$ cat config.mk
export PLATFORM = sky130hd
export DESIGN_NAME = mem_fill_arbiter
export DESIGN_NICKNAME = d
export VERILOG_FILES = /design/src/rtl/mem_fill_arbiter.sv
export SDC_FILE = /design/constraint.sdc
export NUM_CORES = 1
export LEC_CHECK = 0
export BUFFER_PORTS_ARGS = -buffer_cell sky130_fd_sc_hd__buf_2
export CAP_MARGIN = 20
export CORE_ASPECT_RATIO = 0.6
export CORE_UTILIZATION = 43
export DETAILED_ROUTE_END_ITERATION = 7
export PLACE_DENSITY_LB_ADDON = 0.2
export SLEW_MARGIN = 40
export SYNTH_ARGS = -nofsm -noshare
export SYNTH_HDL_FRONTEND = slang
export SYNTH_SLANG_ARGS = --single-unit
$ cat constraint.sdc
create_clock -name clk -period 3.6 [get_ports clk]
set_input_delay 0.54 -clock clk [delete_from_list [all_inputs] [get_ports clk]]
set_output_delay 0.54 -clock clk [all_outputs]
set_load 0.1 [all_outputs]
$ cat src/rtl/mem_fill_arbiter.sv
// rtl/mem_fill_arbiter.sv - shares one memory port between I/D block fills and D write-through
// Optional feature: define MEM_FILL_ARB_RR_EN for round-robin I/D miss tie-break.
module mem_fill_arbiter #(
  parameter int ADDR_WIDTH  = 16,
  parameter int BLOCK_WORDS = 8,
  parameter int MEM_LATENCY = 4
) (
  input  logic                           clk,
  input  logic                           rst,
  input  logic                           i_miss_req,
  input  logic [ADDR_WIDTH-1:0]          i_miss_addr,
  input  logic                           d_miss_req,
  input  logic [ADDR_WIDTH-1:0]          d_miss_addr,
  input  logic                           d_wr_req,
  input  logic [ADDR_WIDTH-1:0]          d_wr_addr,
  input  logic [15:0]                    d_wr_data,
  output logic                           d_wr_ack,
  output logic                           i_fill_we,
  output logic                           d_fill_we,
  output logic                           i_fill_done,
  output logic                           d_fill_done,
  output logic [15:0]                    fill_data,
  output logic [$clog2(BLOCK_WORDS)-1:0] fill_word,
  output logic [ADDR_WIDTH-1:0]          mem_addr,
  output logic                           mem_enable,
  output logic                           mem_wr,
  output logic [15:0]                    mem_data_in,
  input  logic [15:0]                    mem_data_out,
  input  logic                           mem_data_valid,
  output logic                           busy
);

  localparam int WW  = $clog2(BLOCK_WORDS);
  localparam int OFF = WW + 1;
  localparam int CW  = WW + 1;

  localparam logic [1:0] S_IDLE  = 2'd0;
  localparam logic [1:0] S_ISSUE = 2'd1;
  localparam logic [1:0] S_DRAIN = 2'd2;
  localparam logic [1:0] S_DONE  = 2'd3;

  localparam logic [CW-1:0]         LAST_IDX = CW'(BLOCK_WORDS - 1);
  localparam logic [ADDR_WIDTH-1:0] OFF_MASK = ADDR_WIDTH'((1 << OFF) - 1);

  if (BLOCK_WORDS < 2 || (BLOCK_WORDS & (BLOCK_WORDS - 1)) != 0) begin : g_bad_block
    $error("BLOCK_WORDS must be a power of 2 and at least 2");
  end
  if (MEM_LATENCY < 1) begin : g_bad_latency
    $error("MEM_LATENCY must be at least 1");
  end

  logic [1:0]            state_q, state_d, st;
  logic                  owner_q, owner_d;
  logic [ADDR_WIDTH-1:0] base_q, base_d;
  logic [CW-1:0]         issue_cnt_q, issue_cnt_d;
  logic [CW-1:0]         recv_cnt_q, recv_cnt_d;
  logic                  pick;
`ifdef MEM_FILL_ARB_RR_EN
  logic                  last_grant_q, last_grant_d;
`endif

  // owner/pick encoding: 0 = I-cache, 1 = D-cache
`ifdef MEM_FILL_ARB_RR_EN
  assign pick = (i_miss_req && d_miss_req) ? ~last_grant_q : d_miss_req;
`else
  assign pick = d_miss_req;
`endif

  // During reset the outputs decode as IDLE so a write can still go through.
  assign st = rst ? S_IDLE : state_q;

  always_comb begin
    state_d     = state_q;
    owner_d     = owner_q;
    base_d      = base_q;
    issue_cnt_d = issue_cnt_q;
    recv_cnt_d  = recv_cnt_q;
`ifdef MEM_FILL_ARB_RR_EN
    last_grant_d = last_grant_q;
`endif
    d_wr_ack    = 1'b0;
    i_fill_we   = 1'b0;
    d_fill_we   = 1'b0;
    i_fill_done = 1'b0;
    d_fill_done = 1'b0;
    fill_data   = '0;
    fill_word   = '0;
    mem_addr    = '0;
    mem_enable  = 1'b0;
    mem_wr      = 1'b0;
    mem_data_in = '0;
    busy        = (st != S_IDLE);

    case (st)
      S_IDLE: begin
        if (d_wr_req) begin
          d_wr_ack    = 1'b1;
          mem_enable  = 1'b1;
          mem_wr      = 1'b1;
          mem_addr    = d_wr_addr;
          mem_data_in = d_wr_data;
        end else if (!rst && (i_miss_req || d_miss_req)) begin
          owner_d     = pick;
          base_d      = (pick ? d_miss_addr : i_miss_addr) & ~OFF_MASK;
          issue_cnt_d = '0;
          recv_cnt_d  = '0;
          state_d     = S_ISSUE;
`ifdef MEM_FILL_ARB_RR_EN
          last_grant_d = pick;
`endif
        end
      end
      S_ISSUE: begin
        mem_enable  = 1'b1;
        mem_addr    = base_q + ADDR_WIDTH'({issue_cnt_q, 1'b0});
        issue_cnt_d = issue_cnt_q + CW'(1);
        if (issue_cnt_q == LAST_IDX) state_d = S_DRAIN;
      end
      S_DONE: begin
        i_fill_done = ~owner_q;
        d_fill_done = owner_q;
        state_d     = S_IDLE;
      end
      default: ;
    endcase

    // Returns overlap issue; the last word wins over the ISSUE->DRAIN step.
    if ((st == S_ISSUE || st == S_DRAIN) && mem_data_valid) begin
      i_fill_we  = ~owner_q;
      d_fill_we  = owner_q;
      fill_data  = mem_data_out;
      fill_word  = recv_cnt_q[WW-1:0];
      recv_cnt_d = recv_cnt_q + CW'(1);
      if (recv_cnt_q == LAST_IDX) state_d = S_DONE;
    end
  end

  always_ff @(posedge clk) begin
    if (rst) begin
      state_q     <= S_IDLE;
      owner_q     <= 1'b0;
      base_q      <= '0;
      issue_cnt_q <= '0;
      recv_cnt_q  <= '0;
`ifdef MEM_FILL_ARB_RR_EN
      last_grant_q <= 1'b0;
`endif
    end else begin
      state_q     <= state_d;
      owner_q     <= owner_d;
      base_q      <= base_d;
      issue_cnt_q <= issue_cnt_d;
      recv_cnt_q  <= recv_cnt_d;
`ifdef MEM_FILL_ARB_RR_EN
      last_grant_q <= last_grant_d;
`endif
    end
  end

endmodule

Yosys cells after proc, flatten, opt, wreduce, memory -nomap -nowiden
Index checks and enable logic that the tools add are counted.
{ "word_totals": {"inputBits": 86, "word_cells": 57, "register_bits": 23, "out_inout_bits": 59} }
{ "classes": {"addsub": 3, "n_reduce_logical": 13, "n_eq_ne": 8, "mux": 26, "bitwise": 2} }
{ "op_table": {"columns": ["operator", "n"], "rows": [
  ["2-to-1 mux 16 bit", 5],
  ["case mux 16 bit (2 select lines)", 1],
  ["adder 16 x 5 -> 16 bit", 1],
  ["2-to-1 mux 4 bit", 4],
  ["2-to-1 mux 2 bit", 6],
  ["AND reduction 3 bit", 3],
  ["adder 4 x 1 -> 4 bit, second input constant", 2],
  ["== test 4 x 3 -> 1 bit, second input constant", 2],
  ["case mux 4 bit (2 select lines)", 1],
  ["nonzero test 2 bit", 4],
  ["2-to-1 mux 1 bit", 6],
  ["case mux 2 bit (3 select lines)", 1],
  ["== test 2 bit, second input constant", 2],
  ["!= test 2 bit, second input constant", 2],
  ["2-to-1 mux 3 bit", 1],
  ["== test 2 x 1 -> 1 bit, second input constant", 1],
  ["logical AND 1 bit", 2],
  ["zero test 2 bit", 1],
  ["logical OR 1 bit", 2],
  ["!= test 2 x 1 -> 1 bit, second input constant", 1],
  ["inverter 1 bit", 2],
  ["case mux 1 bit (2 select lines)", 1],
  ["zero test 1 bit", 1]
]} }

Depth between registers and ports, before layout
{ "depth": {"depth_word": 7, "ltp_mapped": 9, "depth_no_buf": 7} }

Worst setup path before layout
OpenSTA, ideal clock, no wires.
{ "synth_timing": {"path_kind": "input-to-output", "start": "input port rst", "end": "output port mem_addr[10]", "required_ns": 3.060, "path_buffers": 3, "arrival_ns": 2.930, "setup_slack_ns": 0.130, "cell_stages": 8, "path_cell_list": "buf_6 nand2b_1 ha_1 and2_1 clkbuf_1 buf_2 nand2_1 o21ai_1"} }
{ "synth_via": {"elab_chain_len": 3, "word_cells_on_any_way": 4, "classes_between": "1 x eq/ne; 2 x mux; 1 x reduce/logical"} }
{ "synth_rtl": {"columns": ["item", "line_no", "source"], "rows": [
  ["start: declaration", "9", "input logic rst,"],
  ["2-to-1 mux 2 bit (*)", "70", "assign st = rst ? S_IDLE : state_q;"],
  ["== test 2 x 1 -> 1 bit / zero test 2 bit (equally long branches)", "94", "case (st)"],
  ["case mux 16 bit (2 select lines) (*)", "94", null],
  ["end: declaration", "24", "output logic [ADDR_WIDTH-1:0] mem_addr,"]
]} }
Mark *: on every way between the ends. The rest lies on a longest branch, timed or not.

Worst setup path in the final report
{ "layout_timing": {"start": "input port rst", "end": "output port fill_data[7]"} }
{ "layout_via": {"elab_chain_len": 5, "word_cells_on_any_way": 6, "classes_between": "2 x eq/ne; 2 x mux; 2 x reduce/logical"} }
{ "layout_rtl": {"columns": ["item", "line_no", "source"], "rows": [
  ["2-to-1 mux 2 bit (*)", "70", null],
  ["== test 2 x 1 -> 1 bit / == test 2 bit (equally long branches)", "128", "if ((st == S_ISSUE || st == S_DRAIN) && mem_data_valid) begin"],
  ["logical OR 1 bit (*)", "128", null],
  ["logical AND 1 bit (*)", "128", null],
  ["2-to-1 mux 16 bit (*)", "128", null],
  ["end: declaration", "22", "output logic [15:0] fill_data,"]
]} }
Marks and branches as above.

==> results by group <==
STA
  – Max_slew headroom: 0.6159
  – Post-route clock period utilization: 0.8606
  – Max Freq: 322.8 MHz
  – Setup violations, final: 0
  – Unrepaired setup endpoints after global routing: no
  – Final number of max-transition violations: 0
  – Setup TNS: 0 ns
  – Setup ws final: 0.5017 ns
  – Final Hold Viols: 0
  – Minimum clock period: 3.098 ns
  – Final Skew: about 0.0017 ns
  – Worst Tran Pin Value: between 0.5 and 0.6 ns

Clock tree
  – TritonCTS clock tree: done
  – PostCTS Resize Cnt: 0
  – H-tree depth reported by CTS: 1
  – Clock sinks: 23
  – TritonCTS Buffers: 3
  – Post-CTS Hold Buffers: 0
  – Post-CTS setup repair buffer count: 0
  – Later-pin clock latency in the skew report: approximately 0.27 ns
  – Clk slew on worst S/H paths: roughly 0.090 ns
  – Worst-case clock buffer depth: 2
  – Root Driver: clkbuf_8

Synth
  – Compound-Gate Fraction of Synth Area: 0.1781
  – Post-synthesis simple-gate area fraction: 0.3385
  – Net Count, Synth: ~330
  – Post-synth EDFFs: 0
  – Post-synthesis instance area: 1841 um^2
  – XOR/XNOR Fraction of Synth Area: 0.04759
  – Synth warn: 0
  – Avg Inst Size Synth: a little under 8 um^2
  – Cell accounting for the most synthesized area: dfxtp_1
  – Top cell type's share of synthesized area: 0.2502
  – Distinct cell type count after synthesis: 42
  – Post-Synth Adder-Cell Area: 0.05438
  – Ys flop type: dfxtp_1
  – Largest family of logic cells by synthesized area: simple AND/OR/NAND/NOR gates
  – Mux share of post-synthesis cell area: 0.06526
  – Synth top area cells: dfxtp_1 (25%), and2_1 (7.5%), mux2i_1 (6.5%), and3_1 (6.1%), ha_1 (5.4%)
  – Post-synth ARST share: 0
  – Post-Synthesis Cells: 238
  – Yosys reg bits: 23
  – Sequential area share after synthesis: 0.2502

Setup path
  – Arrival @ worst endpoint: about 2.6 ns
  – Worst R2R Path Depth: 8
  – CP startpoint kind: input pin
  – Critical Path RT: just over 3 ns
  – Crit-path max FO: 30
  – Crit Path Class: in -> out
  – Worst setup EP type: primary output

Pwr
  – Lkg Pwr: roughly 1.5 nW
  – Worst vdd ir: approximately 180 uV
  – Power density over the cells: roughly 280 nW/um^2

Final layout
  – Most common cell after layout, fill and taps aside: buf_2
  – Final std cells w/o fill: between 400 and 500
  – Design area: 3151 um^2
  – Fill cell count: 260
  – Antenna cells: 0
  – Most frequent cells in the layout: buf_2 (98), buf_12 (38), dfxtp_1 (23)
  – Area Growth Syn to Fin: 71.18%
  – Fin util: 0.8138
  – Multi-input logic area: 1259 um^2
  – # nets final: approximately 460
  – Layout cell share with drive strength beyond 1: 0.4148
  – Flip-flop and latch area: 460.4 um^2

GRT
  – Aggregate global-route resource usage: 0.2532
  – Vias in the first global route: around 1900
  – First-pass GRT wire length: around 8900 um
  – Grt ovf: 0
  – Largest net degree at the start of global routing: 31
  – Initial antenna violation count: 0

Detailed routing
  – Final wirelength: roughly 5700 um
  – Initial DRC Count: 109
  – Via/cell ratio: 5.157
  – DRT Pass-1 Iters: 4
  – Final ANT Viol Nets: 0
  – Vias after detailed routing: 2171
  – DRC Markers: 0
  – Routed WL per cell: between 10 and 15 um

Floorplan
  – Die span in y: roughly 53 um
  – Initial core utilization: 0.4754
  – Top Ports: roughly 150
  – Core region area: approximately 3900 um^2
  – Num rows: 17
  – Die area: 4554 um^2
  – Chip width: around 86 um

Placed design
  – Pre-CTS WS: around 0.51 ns
  – Port bufs: 136
  – Final GP Congestion: 0.9030
  – Post-DP Area: between 3000 and 4000 um^2
  – Dpl cells: 417
  – DP Wirelength: between 4000 and 5000 um

Job
  – Maxcap violations: 0

Status
  – Status: complete, no violations

Worst hold path
  – Hold Path Class: reg -> reg
  – Hold depth: 2
-- area by class of cell --
cell class / count / area share
inverter: 6 / 0.007149
tap: 57 / 0.02264
timing repair buffer: 141 / 0.4091
clock buffer: 3 / 0.01311
clock inverter: 1 / 0.002383
multi-input combinational: 190 / 0.3995
sequential: 23 / 0.1461
-- logic make-up (layout without fill, tap and decap cells) --
family                   count (synthesis)  after routing
adder cells (fa/ha/maj)                  8              8
AO/OA/AOI/OAI                           48             48
AND/OR/NAND/NOR                        112            112
buffers and inverters                   25            151
XOR/XNOR                                10             10
flip-flops                              23             23
multiplexers                            12             12
-- sequential cells by signal (all words and copies together), names as in the netlist --
signal and cells:
base_q 12, issue_cnt_q 4, recv_cnt_q 4, state_q 2, owner_q 1
-- power breakdown --
part / leakage [nW] / switching (mW) / internal [mW]
clock: 0.0217 / 0.0894 / 0.0785
combinational: 1.26 / 0.289 / 0.137
sequential: 0.187 / 0.0132 / 0.265
-- critical path, cell delays in order --
cell and delay (ns):
buf_2 0.46, nor2b_1 0.17, ha_1 0.35, nor2b_1 0.35
buf_4 0.28, and2_1 0.21, buf_12 0.19
-- metal layers --
metal	share of wire	global-route usage	vias up
li1	-	-	1090
met1	0.45	0.3289	966
met2	0.46	0.4365	109
met5	0	0	-
met3	0.076	0.04882	6
met4	0.011	0.06111	0
-- final timing paths --
kind	startpoint	endpoint	slack, ns
max	rst	fill_data[7]	0.50
min	state_q[0]	state_q[0]	0.46
max reg2reg	state_q[0]	state_q[0]	1.61
min reg2reg	state_q[0]	state_q[0]	0.46
-- synthesized netlist by cell type, types with 8 or more instances --
library cell and number:
a211oi_1 12, a21oi_1 10, and2_1 22, and3_1 18, clkbuf_1 11, dfxtp_1 23
ha_1 8, mux2i_1 12, nand2_1 18, nand3_1 9, nor2_1 19, o21ai_1 9
-- through the flow --
step                      power [mW]  hold WS (ns)
after floorplan               0.5720        0.4363
after global placement        0.7029        0.4490
after detailed placement      0.7099        0.4481
after CTS                     0.8716        0.4595
after global routing          0.9034        0.4953
final                         0.8712        0.4584
(Power assumes the default switching activity.)
